### config.mk
export PLATFORM = sky130hd
export DESIGN_NAME = interval_timer_bank
export DESIGN_NICKNAME = d
export VERILOG_FILES = /design/src/rtl/tlc_timing_pkg.sv /design/src/rtl/itb_countdown.sv /design/src/rtl/interval_timer_bank.sv
export SDC_FILE = /design/constraint.sdc
export NUM_CORES = 1
export LEC_CHECK = 0
export BUFFER_PORTS_ARGS = -buffer_cell sky130_fd_sc_hd__buf_2
export CAP_MARGIN = 40
export CORE_MARGIN = 3
export CORE_UTILIZATION = 40
export DETAILED_ROUTE_END_ITERATION = 6
export SYNTH_ARGS = -nofsm -noshare
export SYNTH_HDL_FRONTEND = slang
export SYNTH_SLANG_ARGS = --single-unit
### constraint.sdc
create_clock -name clk -period 1.65 [get_ports clk]
set_input_delay 0.0825 -clock clk [delete_from_list [all_inputs] [get_ports clk]]
set_output_delay 0.0825 -clock clk [all_outputs]
set_load 0.05 [all_outputs]
### src/rtl/tlc_timing_pkg.sv
// Shared timing definitions for the traffic-light controller: countdown state
// encoding, default interval durations and well-known interval indices.
package tlc_timing_pkg;

    typedef enum logic {
        ST_IDLE = 1'b0,
        ST_RUN  = 1'b1
    } cd_state_e;

    // Well-known interval indices used by the light controller.
    localparam int T_BLUE   = 0;
    localparam int T_EMERG  = 1;
    localparam int T_YELLOW = 2;

    localparam int MAX_INTERVALS = 16;

    // Reset durations in ticks; entry i sits at bits [i*4 +: 4].
    localparam logic [15:0] DEF_DURATIONS = {4'd1, 4'd2, 4'd3, 4'd6};

    // Bit i is set when index i names an implemented interval.
    function automatic logic [MAX_INTERVALS-1:0] index_mask(input int num_intervals);
        logic [MAX_INTERVALS-1:0] mask;
        mask = '0;
        for (int i = 0; i < MAX_INTERVALS; i++) begin
            if (i < num_intervals) mask[i] = 1'b1;
        end
        return mask;
    endfunction

endpackage

### src/rtl/itb_countdown.sv
// Countdown engine for the interval timer bank: loads a duration on a strobe,
// decrements it on each tick and pulses 'expired' when it runs out.
module itb_countdown
    import tlc_timing_pkg::*;
#(
    parameter int VAL_W = 4
) (
    input  logic             clk,
    input  logic             reset_sync,
    input  logic             tick,
    input  logic             load,
    input  logic [VAL_W-1:0] load_val,
    output logic [VAL_W-1:0] remaining,
    output logic             busy,
    output logic             expired
);

    cd_state_e        state_q, state_d;
    logic [VAL_W-1:0] remaining_q, remaining_d;
    logic             expired_q, expired_d;

    // Next-state logic: a load always wins over a same-cycle tick, so a
    // restart never produces an expiry pulse.
    always_comb begin
        // NOTE: every output of this block gets a default first so no path
        // leaves it unassigned, which would otherwise infer a latch.
        state_d     = state_q;
        remaining_d = remaining_q;
        expired_d   = 1'b0;
        unique case (state_q)
            ST_IDLE: begin
                if (load) begin
                    remaining_d = load_val;
                    state_d     = ST_RUN;
                end
            end
            ST_RUN: begin
                if (load) begin
                    remaining_d = load_val;
                end else if (tick) begin
                    if (remaining_q > VAL_W'(1)) begin
                        remaining_d = remaining_q - VAL_W'(1);
                    end else begin
                        remaining_d = '0;
                        expired_d   = 1'b1;
                        state_d     = ST_IDLE;
                    end
                end
            end
            default: state_d = ST_IDLE;
        endcase
    end

    // State register; reset aborts any countdown without an expiry pulse.
    always_ff @(posedge clk or posedge reset_sync) begin
        // NOTE: sequential state uses non-blocking assignments so every flop
        // samples its inputs from before the edge, independent of statement order.
        if (reset_sync) begin
            state_q     <= ST_IDLE;
            remaining_q <= '0;
            expired_q   <= 1'b0;
        end else begin
            state_q     <= state_d;
            remaining_q <= remaining_d;
            expired_q   <= expired_d;
        end
    end

    assign remaining = remaining_q;
    assign busy      = (state_q == ST_RUN);
    assign expired   = expired_q;

endmodule

### src/rtl/interval_timer_bank.sv
// Interval timer bank: a table of runtime-programmable durations, a registered
// lookup of the interval selected by the light controller, and a countdown of
// that interval on the 1 Hz tick.
module interval_timer_bank
    import tlc_timing_pkg::*;
#(
    parameter int                             NUM_INTERVALS = 4,
    parameter int                             VAL_W         = 4,
    parameter logic [NUM_INTERVALS*VAL_W-1:0] DEFAULT_VALS  = DEF_DURATIONS,
    localparam int                            SEL_W         = $clog2(NUM_INTERVALS)
) (
    input  logic             clk,
    input  logic             reset_sync,
    input  logic             tick,
    input  logic             prog_sync,
    input  logic [SEL_W-1:0] tp_sel,
    input  logic [VAL_W-1:0] t_val,
    input  logic [SEL_W-1:0] interval,
    input  logic             start,
    output logic [VAL_W-1:0] tp_val,
    output logic [VAL_W-1:0] remaining,
    output logic             busy,
    output logic             expired,
    output logic             err
);

    localparam logic [MAX_INTERVALS-1:0] IDX_MASK = index_mask(NUM_INTERVALS);

    logic [VAL_W-1:0] table_q [NUM_INTERVALS];
    logic [VAL_W-1:0] tp_val_q;
    logic             err_q;

    logic             interval_ok;
    logic             prog_ok;
    logic             load;
    logic [VAL_W-1:0] sel_val;

    // Index checks: a write needs an implemented index and a non-zero
    // duration, so the table never holds a zero duration.
    assign interval_ok = IDX_MASK[interval];
    assign prog_ok     = IDX_MASK[tp_sel] && (t_val != '0);
    assign load        = start && interval_ok;

    // Table read for the requested interval; this is the pre-write value
    // when a program lands on the same index in the same cycle.
    always_comb begin
        sel_val = '0;
        if (interval_ok) sel_val = table_q[interval];
    end

    // Duration table: accepted program writes only.
    always_ff @(posedge clk or posedge reset_sync) begin
        // NOTE: the table is a handful of flops that must come up holding the
        // default durations, so it is reset like any other register.
        if (reset_sync) begin
            for (int i = 0; i < NUM_INTERVALS; i++) begin
                table_q[i] <= DEFAULT_VALS[i*VAL_W +: VAL_W];
            end
        end else if (prog_sync && prog_ok) begin
            table_q[tp_sel] <= t_val;
        end
    end

    // Registered lookup and error pulse; an out-of-range lookup holds tp_val.
    always_ff @(posedge clk or posedge reset_sync) begin
        if (reset_sync) begin
            tp_val_q <= DEFAULT_VALS[VAL_W-1:0];
            err_q    <= 1'b0;
        end else begin
            if (interval_ok) tp_val_q <= sel_val;
            err_q <= (prog_sync && !prog_ok) || (start && !interval_ok);
        end
    end

    itb_countdown #(
        .VAL_W (VAL_W)
    ) u_countdown (
        .clk        (clk),
        .reset_sync (reset_sync),
        .tick       (tick),
        .load       (load),
        .load_val   (sel_val),
        .remaining  (remaining),
        .busy       (busy),
        .expired    (expired)
    );

    assign tp_val = tp_val_q;
    assign err    = err_q;

endmodule

# [Word level (Yosys, flattened, before mapping)]
# Index checks and enable logic that the tools add are counted.
[word_totals] regBits=27 latchBits=0 ramBits=0 mem_bits_ro=0 out_inout_bits=11 word_cells=57 mem_count=0
[op_classes] addsub=1 mul=0 n_div=0 n_lt_le_gt_ge=6 n_eq_ne=2 n_shift=0 mux=25 bitwise=3 reduce_logical=11
[op_table] op="$mux 4" n=8
[op_table] op="$bwmux 16" n=1
[op_table] op="$lt 2x5->1 const B" n=2
[op_table] op="$mux 1" n=10
[op_table] op="$bmux 4 s2" n=1
[op_table] op="$demux 4 s2" n=1
[op_table] op="$pmux 4 s2" n=1
[op_table] op="$ge 3x3->1 const B" n=2
[op_table] op="$logic_and 1x1->1" n=6
[op_table] op="$not 2->3" n=2
[op_table] op="$bmux 1 s2" n=2
[op_table] op="$gt 4x1->1 const B" n=1
[op_table] op="$reduce_bool 4->1" n=1
[op_table] op="$sub 4x1->4 const B" n=1
[op_table] op="$lt 3x1->1 const B" n=1
[op_table] op="$ne 3x3->1 const B" n=1
[op_table] op="$logic_not 1->1" n=2
[op_table] op="$ne 2x2->1 const B" n=1
[op_table] op="$pmux 1 s2" n=1
[op_table] op="$reduce_and 2->1" n=1
[op_table] op="$logic_or 1x1->1" n=1
[op_table] op="$not 1->1" n=1

# [Longest topological paths before layout]
# Gate-level depths: netlist of run 1.
[depth] word_depth=7 ltp_mapped=5 ltp_nobuf=5

# [Hierarchy]
# A second synthesis of run 1 with hierarchy kept.
[hier_totals] cells_unflattened=88 area_unflattened_um2=1243.7
[modules_own_cells] mod="interval_timer_bank" n_inst=1 cells_per_inst=49 area_per_inst_um2=880.8 seq_area_each_um2=535.5
[modules_own_cells] mod="itb_countdown" n_inst=1 cells_per_inst=39 area_per_inst_um2=362.8 seq_area_each_um2=150.1

# [Worst setup path after synthesis of run 1]
# Ideal clock, no wire load.
[synth_timing] path_kind="register to register" startpoint="reg u_countdown.remaining_q[0], in the netlist u_countdown.remaining[0]" endpoint="reg u_countdown.remaining_q[0], in the netlist u_countdown.remaining[0]" arrival_ns=1.479 required_ns=1.568 path_slack_ns=0.090 stages_incl_launch_ff=6 path_buffers=0 synth_period_minus_slack_ns=1.560 cell_sequence="dfrtp_1 -> inv_1 -> ha_1 -> nor2_1 -> o311ai_0 -> a31oi_1"
[synth_between] elab_chain_cells=5 word_cells_on_any_way=6 classes_between="1 x add/sub; 1 x order compare; 4 x mux"
[synth_rtl] element="start, declared" line_no="itb_countdown.sv:19" rtl="logic [VAL_W-1:0] remaining_q, remaining_d;"
[synth_rtl] element="start signal, assigned" line_no="itb_countdown.sv:64" rtl="remaining_q <= remaining_d;"
[synth_rtl] element="$sub 4x1->4 or $gt 4x1->1 (tied branches)" line_no="itb_countdown.sv:42, itb_countdown.sv:41"
[synth_rtl] element="$mux 4 (*)" line_no="itb_countdown.sv:41" rtl="if (remaining_q > VAL_W'(1)) begin"
[synth_rtl] element="$mux 4 (*)" line_no="itb_countdown.sv:40" rtl="end else if (tick) begin"
[synth_rtl] element="$mux 4 (*)" line_no="itb_countdown.sv:38" rtl="if (load) begin"
[synth_rtl] element="$pmux 4 s2 (*)" line_no="itb_countdown.sv:30" rtl="unique case (state_q)"
# Every way passes the cells marked *; elsewhere a longest branch is shown, timed or not. The select of a mux whose other input is x is not followed.
# A chain may end at the register's enable or synchronous reset.

# [Final worst setup path of run 1]
# Same ends and word-level chain as after synthesis.

==> results of run 1 <==
how the worst max path moves through the flow:
| stage | depth (start not counted) | to | startpoint |
|---|---|---|---|
| after floorplan | 5 | u_countdown.remaining[0] | u_countdown.remaining[0] |
| after global placement | 4 | table_q[10] | t_val[2] |
| after detailed placement | 5 | u_countdown.remaining[0] | u_countdown.remaining[0] |
| after CTS | 5 | u_countdown.remaining[0] | u_countdown.remaining[0] |
| after global routing | 5 | u_countdown.remaining[0] | u_countdown.remaining[0] |
| final | 5 | u_countdown.remaining[0] | u_countdown.remaining[0] |
state kept, by name, indices dropped and copies added, names as in the netlist:
signal                 cells
tp_val                     4
u_countdown.expired        1
u_countdown.remaining      4
u_countdown.busy           1
err                        1
table_q                   16
per-stage QoR:
stage | hold WS (ns) | cell area [sq um] | setup slack [ns] | power, mW | utilization (%)
2_1_floorplan | 0.129 | 1220 | 0.0896 | 1.33 | -
3_3_place_gp | 0.150 | 1390 | 0.302 | 1.46 | 49.3
3_5_place_dp | 0.156 | 1390 | 0.250 | 1.48 | 49.3
4_1_cts | 0.0334 | 1450 | 0.219 | 1.78 | 51.4
5_1_grt | 0.0487 | 1450 | 0.0518 | 1.87 | 51.4
6_report | 0.0458 | 1450 | 0.209 | 1.76 | 51.4
logic make-up (layout without fill, tap and decap cells):
kind of cell,count (synthesis),after routing
AOI/OAI and AO/OA,9,9
adders and majority gates,2,2
buffers and inverters,6,39
DFF,27,27
muxes,21,21
and+or+nand+nor,22,22
layout by cell type (no fill, tap or decap):
cell / instances
and2_2: 1
nor2_1: 4
inv_1: 6
a21oi_1: 1
nor3b_1: 1
clkbuf_4: 3
clkinvlp_4: 1
mux2_2: 12
mux2_1: 4
nor3_1: 2
buf_4: 3
o311ai_0: 2
or3_1: 1
buf_2: 23
nand2_1: 6
mux2i_1: 1
or4b_4: 1
mux4_2: 4
dfstp_2: 8
o21ai_0: 1
nor2b_1: 1
and2_1: 1
ha_1: 2
dlygate4sd3_1: 3
o41ai_1: 2
and4bb_1: 1
dfrtp_1: 19
a31oi_1: 3
nor4_4: 1
nand3_1: 1
nor4_1: 1
worst max-delay path, stage by stage, from the launching register on:
cell      delay, ns
dfrtp_1        0.46
inv_1          0.08
ha_1           0.22
nor2_1         0.25
o311ai_0       0.16
a31oi_1        0.21
power groups by stage:
stage                     clock [mW]  combinational [mW]  sequential [mW]
final                          0.291               0.555            0.911
after global routing           0.335               0.597            0.935
after CTS                      0.308               0.561            0.912
after detailed placement           0               0.556            0.925
after global placement             0               0.544            0.916
after floorplan                    0               0.228             1.10
synthesized netlist by cell type:
cell type,number
nor3_1,2
inv_1,6
and2_2,1
nor4_1,1
mux2_2,12
dfrtp_1,19
ha_1,2
nor3b_1,1
and4bb_1,1
nor2b_1,1
o41ai_1,2
a31oi_1,3
or3_1,1
nor4_4,1
o311ai_0,2
a21oi_1,1
and2_1,1
o21ai_0,1
mux4_2,4
nor2_1,4
dfstp_2,8
mux2i_1,1
nand3_1,1
or4b_4,1
mux2_1,4
nand2_1,6
routing by layer:
| metal | wire length, um | GRT usage [%] | up-vias |
|---|---|---|---|
| met5 | 0 | 0 | - |
| met4 | 54 | 8.36 | 0 |
| met3 | 105 | 2.52 | 4 |
| met2 | 1090 | 22.8 | 20 |
| met1 | 956 | 17.1 | 390 |
| li1 | - | - | 390 |
cell type report:
cell class | instances | area (sq um)
multi-input combinational | 54 | 509
timing repair buffer | 29 | 168
clock inverter | 1 | 7.51
sequential | 27 | 686
clock buffer | 3 | 22.5
fill | 247 | 1380
tap | 31 | 38.8
inverter | 6 | 22.5
==> results.sh, run 1 <==
export IMPL_synth_area_leaders="dfrtp_1 39%, dfstp_2 17%, mux2_2 11%"
export IMPL_place_congestion=0.843
export IMPL_worst_setup_path_end_kind="flop"
export IMPL_fmax_mhz=694
export IMPL_p_int_mw=1.12
export IMPL_crit_fanout=6
export IMPL_avgSynthCellArea_sq_um=14.0
export IMPL_synthXorXnorAreaFrac_pct=0
export IMPL_combPwrFrac_pct=31.6
export IMPL_status="finished, final reports clean"
export IMPL_grt_overflow_total=0
export IMPL_critPathKind="reg -> reg"
export IMPL_setup_tns_ns=0
export IMPL_layout_cells_non_filler=151
export IMPL_cts_buffers=3
export IMPL_first_pass_iters=4
export IMPL_finalMaxSlewViolations=0
export IMPL_worstHoldStart="t_val[0]"
export IMPL_synthCells=87
export IMPL_routed_wl_mm=2.21
export IMPL_die_w_um=61.2
export IMPL_finalHoldViolCount=0
export IMPL_postCtsHoldBufs=3
export IMPL_post_drt_wl_per_cell_um=14.6
export IMPL_arrival_ns=1.70
export IMPL_pwr_share_clk_pct=16.6
export IMPL_p_seq_share_pct=51.9
export IMPL_grt_max_degree=28
export IMPL_htreeDepth=1
export IMPL_tightest_slew_ns=0.358
export IMPL_synth_simple_area_share_pct=11.5
export IMPL_dp_cells=144
export IMPL_p_leak_nw=0.650
export IMPL_ant_nets=0
export IMPL_vias_per_cell=5.32
export IMPL_synth_fa_ha_area_share_pct=2.06
export IMPL_synth_nets=102
export IMPL_post_route_min_period_ns=1.44
export IMPL_synthesis_area_sq_um=1220
export IMPL_cap_violations=0
export IMPL_clockBufferDepth=2
export IMPL_yosysSeqAreaShare_pct=56.3
export IMPL_swShare_pct=36.3
export IMPL_synth_top_family_by_area="multiplexers"
export IMPL_drt_iter0_drc=49
export IMPL_path_clk_slew_ns=0.15
export IMPL_initial_utilization_pct=43.0
export IMPL_hold_depth=2
export IMPL_clockRootBuffer="clkbuf_4"
export IMPL_reg2reg_from="u_countdown.remaining[0]"
export IMPL_portBuffers=23
export IMPL_clock_latency_ns=0.33
export IMPL_vias=804
export IMPL_regToRegSetupSlack_ns=0.21
export IMPL_hp_class="in -> reg"
export IMPL_first_global_vias=815
export IMPL_cts_setup_buffers=0
export IMPL_synth_mux_area_share_pct=23.0
export IMPL_post_cts_resized=0
export IMPL_cts_tree="yes"
export IMPL_yosysTopAreaCell="dfrtp_1"
export IMPL_rr_endpoint="u_countdown.remaining[0]"
export IMPL_die_h_um=61.2
export IMPL_antenna_cells=0
export IMPL_drc_errors=0
export IMPL_rsz0062_at_grt="no"
export IMPL_setup_viol=0
export IMPL_pin_count=24
export IMPL_layout_nets=136
export IMPL_dieArea_sq_um=3740
export IMPL_cts_sinks=27
export IMPL_area_delta_synth_final_pct=19.4
export IMPL_fin_skew_ns=0.00878
export IMPL_synth_top_area_share_pct=39.1
export IMPL_drive_gt1_share_pct=47.5
export IMPL_grt_usage_pct=13.9
export IMPL_row_count=19
export IMPL_finalCritPeriodShare_pct=87.4
export IMPL_grt_pass1_wl_mm=3.73
export IMPL_worstRegToRegCells=5
export IMPL_place_hpwl_mm=1.68
export IMPL_ir_worst_vdd_mv=0.534
export IMPL_start_kind="flop"
export IMPL_core_sq_um=2830
export IMPL_synth_compound_area_share_pct=5.24
export IMPL_ys_types=26
export IMPL_antenna_found_initial=0
export IMPL_switchingPower_mw=0.639
export IMPL_powerDensity_nw_per_um2=1210
export IMPL_ys_ff_latch=27
export IMPL_yosys_warnings=0
export IMPL_cp_required_ns=1.91
export IMPL_min_delay_worst_endpoint="table_q[12]"
export IMPL_relSlewSlack_pct=76.1
(Power assumes the default switching activity.)
==> inputs of run 2 (changes only) <==
CTS_BUF_LIST = sky130_fd_sc_hd__clkbuf_8   (was not set)
==> run 2 against run 1 <==
- sequential cell count unchanged
- die area unchanged
- register-to-register slack about the same
- cell count decreased by 1.3%
- non-clock buffer count decreased by 2
- clock-buffer cell count unchanged
- global-route usage decreased by 0.40 points
- final area about the same
- maximum frequency increased by 0.71%
- setup slack improved by 0.010 ns
- combinational power about the same
- largest power group unchanged
- highest routed layer unchanged
==> results.sh, run 2 (synthesis gave the netlist of run 1 again) <==
export IMPL_clock_latency_ns=0.27
export IMPL_routed_wl_mm=2.18
export IMPL_worstHoldStart="start"
export IMPL_first_global_vias=804
export IMPL_final_common_cell="buf_2"
export IMPL_drc_errors=0
export IMPL_arrival_ns=1.62
export IMPL_pwr_share_clk_pct=20.3
export IMPL_top_register="table_q"
export IMPL_layout_nets=134
export IMPL_fmax_mhz=699
export IMPL_tightest_slew_ns=0.355
export IMPL_cp_slowest_cell="dfrtp_1"
export IMPL_largest_reg_flops=16
export IMPL_reg2reg_from="u_countdown.remaining[0]"
export IMPL_cts_buffers=3
export IMPL_place_hpwl_mm=1.68
export IMPL_p_seq_share_pct=49.6
export IMPL_path_cells="inv_1 > ha_1 > nor2_1 > o311ai_0 > a31oi_1"
export IMPL_placed_area_sq_um=1390
export IMPL_die_w_um=61.2
export IMPL_design_area_sq_um=1450
export IMPL_hp_class="in -> reg"
export IMPL_hold_depth=2
export IMPL_antenna_found_initial=0
export IMPL_drive_gt1_share_pct=48.3
export IMPL_p_int_mw=1.19
export IMPL_clockBufferDepth=2
export IMPL_crit_buf_inv=1
export IMPL_vias=799
export IMPL_drt_met1_wl_um=956
export IMPL_powerDensity_nw_per_um2=1260
export IMPL_setup_tns_ns=0
export IMPL_initial_utilization_pct=43.0
export IMPL_combPwrFrac_pct=30.0
export IMPL_clockRootBuffer="clkbuf_8"
export IMPL_rr_endpoint="u_countdown.remaining[0]"
export IMPL_portBuffers=23
export IMPL_vias_per_cell=5.36
export IMPL_rsz0062_at_grt="no"
export IMPL_post_cts_resized=0
export IMPL_antenna_cells=0
export IMPL_start_kind="flop"
export IMPL_htreeDepth=1
export IMPL_worst_setup_path_end_kind="flop"
export IMPL_final_cell_mix="23 x buf_2, 19 x dfrtp_1, 12 x mux2_2"
export IMPL_dieArea_sq_um=3740
export IMPL_worstRegToRegCells=5
export IMPL_first_pass_iters=4
export IMPL_cp_depth=5
export IMPL_grt_pass1_wl_mm=3.71
export IMPL_wl_met3_um=112
export IMPL_crit_fanout=6
export IMPL_status="finished, final reports clean"
export IMPL_ant_nets=0
export IMPL_cp_required_ns=1.84
export IMPL_drt_iter0_drc=55
export IMPL_core_sq_um=2830
export IMPL_cts_sinks=27
export IMPL_grt_max_degree=28
export IMPL_place_congestion=0.843
export IMPL_critPathMaxStageDelay_ns=0.44
export IMPL_finalHoldViolCount=0
export IMPL_cts_tree="yes"
export IMPL_critPathKind="reg -> reg"
export IMPL_grt_overflow_total=0
export IMPL_min_delay_worst_endpoint="u_countdown.expired"
export IMPL_grt_usage_pct=13.5
export IMPL_pin_count=24
export IMPL_finalMaxSlewViolations=0
export IMPL_postCtsHoldBufs=1
export IMPL_setup_viol=0
export IMPL_fin_skew_ns=0.00588
export IMPL_ir_worst_vdd_mv=0.680
export IMPL_row_count=19
export IMPL_post_drt_wl_per_cell_um=14.6
export IMPL_critical_path_top_delay_family="flip-flops"
export IMPL_path_clk_slew_ns=0.09
export IMPL_cts_setup_buffers=0
export IMPL_p_leak_nw=0.650
export IMPL_relSlewSlack_pct=76.3
export IMPL_cap_violations=0
export IMPL_wl_met2_mm=1.08
export IMPL_maxUsedRoutingLayer="met4"
export IMPL_finalCritPeriodShare_pct=86.7
export IMPL_post_route_min_period_ns=1.43
export IMPL_die_h_um=61.2
export IMPL_switchingPower_mw=0.643
export IMPL_area_delta_synth_final_pct=19.3
export IMPL_swShare_pct=35.0
export IMPL_regToRegSetupSlack_ns=0.22
[run 2: cell count changes in the layout (fill, tap and decap cells not counted)]
cell,previous run,this run
clkbuf_4,3,0
clkbuf_8,0,3
dlygate4sd3_1,3,1
[run 2: through the flow]
stage,std cells,hold WS (ns),setup WS [ns],power (mW),utilization [%]
floorplan,87,0.129,0.0896,1.33,-
global placement,144,0.150,0.302,1.46,49.3
detailed placement,144,0.156,0.250,1.48,49.3
CTS,149,0.0335,0.230,1.86,51.3
global route,149,0.0525,0.0627,1.95,51.3
finish,149,0.0336,0.219,1.84,51.3
[run 2: per-layer routing]
metal | vias up | track usage, %
met4 | 0 | 4.64
met3 | 4 | 3.14
met1 | 391 | 17.0
met5 | - | 0
li1 | 386 | -
met2 | 18 | 23.0
[run 2: power groups by stage]
stage | Clock, mW | Sequential [mW] | Combinational [mW]
floorplan | 0 | 1.10 | 0.228
global placement | 0 | 0.916 | 0.544
detailed placement | 0 | 0.925 | 0.556
CTS | 0.385 | 0.912 | 0.558
global route | 0.417 | 0.936 | 0.593
finish | 0.373 | 0.912 | 0.552
[run 2: how the worst max path moves through the flow]
stage,from,end
4_1_cts,u_countdown.remaining[0],u_countdown.remaining[0]
3_3_place_gp,t_val[2],table_q[10]
3_5_place_dp,u_countdown.remaining[0],u_countdown.remaining[0]
5_1_grt,u_countdown.remaining[0],u_countdown.remaining[0]
6_report,u_countdown.remaining[0],u_countdown.remaining[0]
2_1_floorplan,u_countdown.remaining[0],u_countdown.remaining[0]
[run 2: final cells by class]
cell class                 count  area (sq um)
fill                         246          1380
sequential                    27           686
multi-input combinational     54           509
timing repair buffer          27           148
clock buffer                   3          41.3
tap                           31          38.8
inverter                       6          22.5
clock inverter                 1          7.51
==> inputs of run 3 (changes only) <==
REMOVE_ABC_BUFFERS = 1   (was not set)
SYNTH_HIERARCHICAL = 1   (was not set)
==> run 3 against run 2 <==
- power rose by 3.4%
- critical path type unchanged
- synthesized area rose by 2.2%
- clock skew rose by 0.0066 ns
- first-iteration DRC count rose by 11%
- maximum frequency fell by 4.9%
- highest routed layer unchanged
==> results.sh, run 3 <==
export IMPL_antenna_cells=0
export IMPL_finalCritPeriodShare_pct=91.2
export IMPL_critPathMaxStageDelay_ns=0.46
export IMPL_fmax_mhz=664
export IMPL_whs_ns=0.0722
export IMPL_dieArea_sq_um=3810
export IMPL_post_cts_resized=0
export IMPL_top_register="table_q"
export IMPL_relSlewSlack_pct=70.4
export IMPL_place_congestion=0.808
export IMPL_post_synth_top_count_cell="dfrtp_1"
export IMPL_cts_buffers=3
export IMPL_largest_reg_flops=16
export IMPL_cts_sinks=27
export IMPL_synthCells=88
export IMPL_antenna_found_initial=0
export IMPL_start_kind="flop"
export IMPL_yosysTopAreaCell="dfrtp_1"
export IMPL_arrival_ns=1.68
export IMPL_fin_ws_ns=0.145
export IMPL_portBuffers=23
export IMPL_cp_required_ns=1.83
export IMPL_fin_skew_ns=0.0125
export IMPL_preCtsSetupSlack_ns=0.157
export IMPL_final_common_cell="buf_2"
export IMPL_powerDensity_nw_per_um2=1280
export IMPL_grt_max_degree=22
export IMPL_hp_class="in -> reg"
export IMPL_synth_top_area_share_pct=38.2
export IMPL_layout_nets=135
export IMPL_synth_common_cells="19 x dfrtp_1, 12 x mux2_2, 8 x dfstp_2"
export IMPL_synth_mux_area_share_pct=22.5
export IMPL_core_sq_um=2850
export IMPL_routed_wl_mm=2.30
export IMPL_path_clk_slew_ns=0.10
export IMPL_synth_simple_area_share_pct=12.8
export IMPL_ir_worst_vdd_mv=0.829
export IMPL_drc_errors=0
export IMPL_worst_setup_path_end_kind="flop"
export IMPL_first_pass_iters=4
export IMPL_grt_pass1_wl_mm=3.70
export IMPL_synthXorXnorAreaFrac_pct=0
export IMPL_ys_ff_latch=27
export IMPL_tightest_slew_ns=0.439
export IMPL_drt_iter0_drc=61
export IMPL_synth_compound_area_share_pct=5.63
export IMPL_status="finished, final reports clean"
export IMPL_yosysSeqAreaShare_pct=55.1
export IMPL_initial_utilization_pct=43.6
export IMPL_cap_violations=0
export IMPL_die_w_um=61.8
export IMPL_place_hpwl_mm=1.75
export IMPL_setup_viol=0
export IMPL_htreeDepth=1
export IMPL_ant_nets=0
export IMPL_post_route_min_period_ns=1.51
export IMPL_pin_count=24
export IMPL_fin_util_pct=51.8
export IMPL_final_cell_mix="23 x buf_2, 19 x dfrtp_1, 12 x mux2_2"
export IMPL_finalMaxSlewViolations=0
export IMPL_avgSynthCellArea_sq_um=14.1
export IMPL_synth_top_family_by_area="multiplexers"
export IMPL_die_h_um=61.8
export IMPL_synth_ff_type="dfrtp_1"
export IMPL_clock_latency_ns=0.28
export IMPL_cp_slowest_cell="or4b_1"
export IMPL_clockRootBuffer="clkbuf_8"
export IMPL_crit_fanout=5
export IMPL_cts_tree="yes"
export IMPL_dp_cells=145
export IMPL_synth_fa_ha_area_share_pct=2.01
export IMPL_path_cells="inv_1 > ha_1 > nor2_1 > or4b_1 > a21o_1"
export IMPL_synthesis_area_sq_um=1240
export IMPL_vias=805
export IMPL_grt_usage_pct=13.7
export IMPL_clockBufferDepth=2
export IMPL_p_leak_nw=0.663
export IMPL_row_count=19
export IMPL_ys_types=29
export IMPL_first_global_vias=779
export IMPL_setup_tns_ns=0
export IMPL_critPathKind="reg -> reg"
export IMPL_rsz0062_at_grt="no"
export IMPL_grt_overflow_total=0
export IMPL_vias_per_cell=5.37
export IMPL_area_delta_synth_final_pct=18.9
export IMPL_synth_area_leaders="dfrtp_1 38%, dfstp_2 17%, mux2_2 11%"
export IMPL_synth_edf_count=0
export IMPL_layout_cells_non_filler=150
export IMPL_async_reset_ff_share_pct=100
export IMPL_yosys_warnings=6
export IMPL_post_drt_wl_per_cell_um=15.3
export IMPL_drive_gt1_share_pct=49.6
export IMPL_finalHoldViolCount=0
[run 3: cell types whose count changed in the layout (fill, tap and decap cells not counted), moves of 2 or more]
cell / delta
nor2_1: -3
a31oi_1: -3
nor2b_1: +3
a21oi_1: +3
o41ai_1: -2
nand2_1: -2
[run 3: layout make-up]
cell class / instances / area, sq um
Inverter: 5 / 18.8
Multi-Input combinational cell: 55 / 534
Fill cell: 264 / 1370
Timing Repair Buffer: 28 / 155
Clock inverter: 1 / 5.00
Sequential cell: 27 / 686
Tap cell: 31 / 38.8
Clock buffer: 3 / 41.3
[run 3: cell families after synthesis]
| family | Yosys count |
|---|---|
| compound gates | 10 |
| fa+ha+maj | 2 |
| buf+inv | 6 |
| flops | 27 |
| mux | 21 |
| simple gates | 22 |
[run 3: power by group]
group	leakage (nW)	internal [mW]	switching, mW
Combinational	0.326	0.227	0.393
Clock	0.0255	0.169	0.206
Sequential	0.311	0.828	0.0762
[run 3: per-layer routing]
metal,track usage (%),vias up,wire length (um)
met1,18.5,399,1060
met4,4.55,0,29
met3,3.72,4,90
met5,0,-,0
li1,-,385,-
met2,21.7,17,1120
[run 3: worst max-delay path, delay by kind of cell (launching register included)]
family | cells | cell delay [ns]
adders and majority gates | 1 | 0.17
DFF | 1 | 0.42
and+or+nand+nor | 2 | 0.54
AOI/OAI and AO/OA | 1 | 0.19
buffers and inverters | 1 | 0.09
[run 3: final timing paths]
| path | start | to | slack [ns] | cells after the start |
|---|---|---|---|---|
| worst max-delay path | u_countdown/remaining[0] | u_countdown/busy | 0.14 | 5 |
| worst min-delay path | prog_sync | err | 0.07 | 2 |
| worst max register to register | u_countdown/remaining[0] | u_countdown/busy | 0.14 | 5 |
| worst min register to register | table_q[12] | table_q[12] | 0.50 | 1 |
| max in group asynchronous | reset_sync | table_q[9] | 0.98 | 4 |
| min in group asynchronous | reset_sync | u_countdown/remaining[0] | 0.27 | 3 |
[run 3: per-stage QoR]
stage / area, sq um / power (mW)
after floorplan: 1240 / 1.37
after global placement: 1420 / 1.52
after detailed placement: 1420 / 1.54
after global routing: 1480 / 2.01
final: 1480 / 1.90
after CTS: 1480 / 1.92
[run 3: what timing repair did]
action	4_1_cts	5_1_grt
endpoints found under the hold margin	19	0
hold buffers	1	0
buffers inserted	0	0
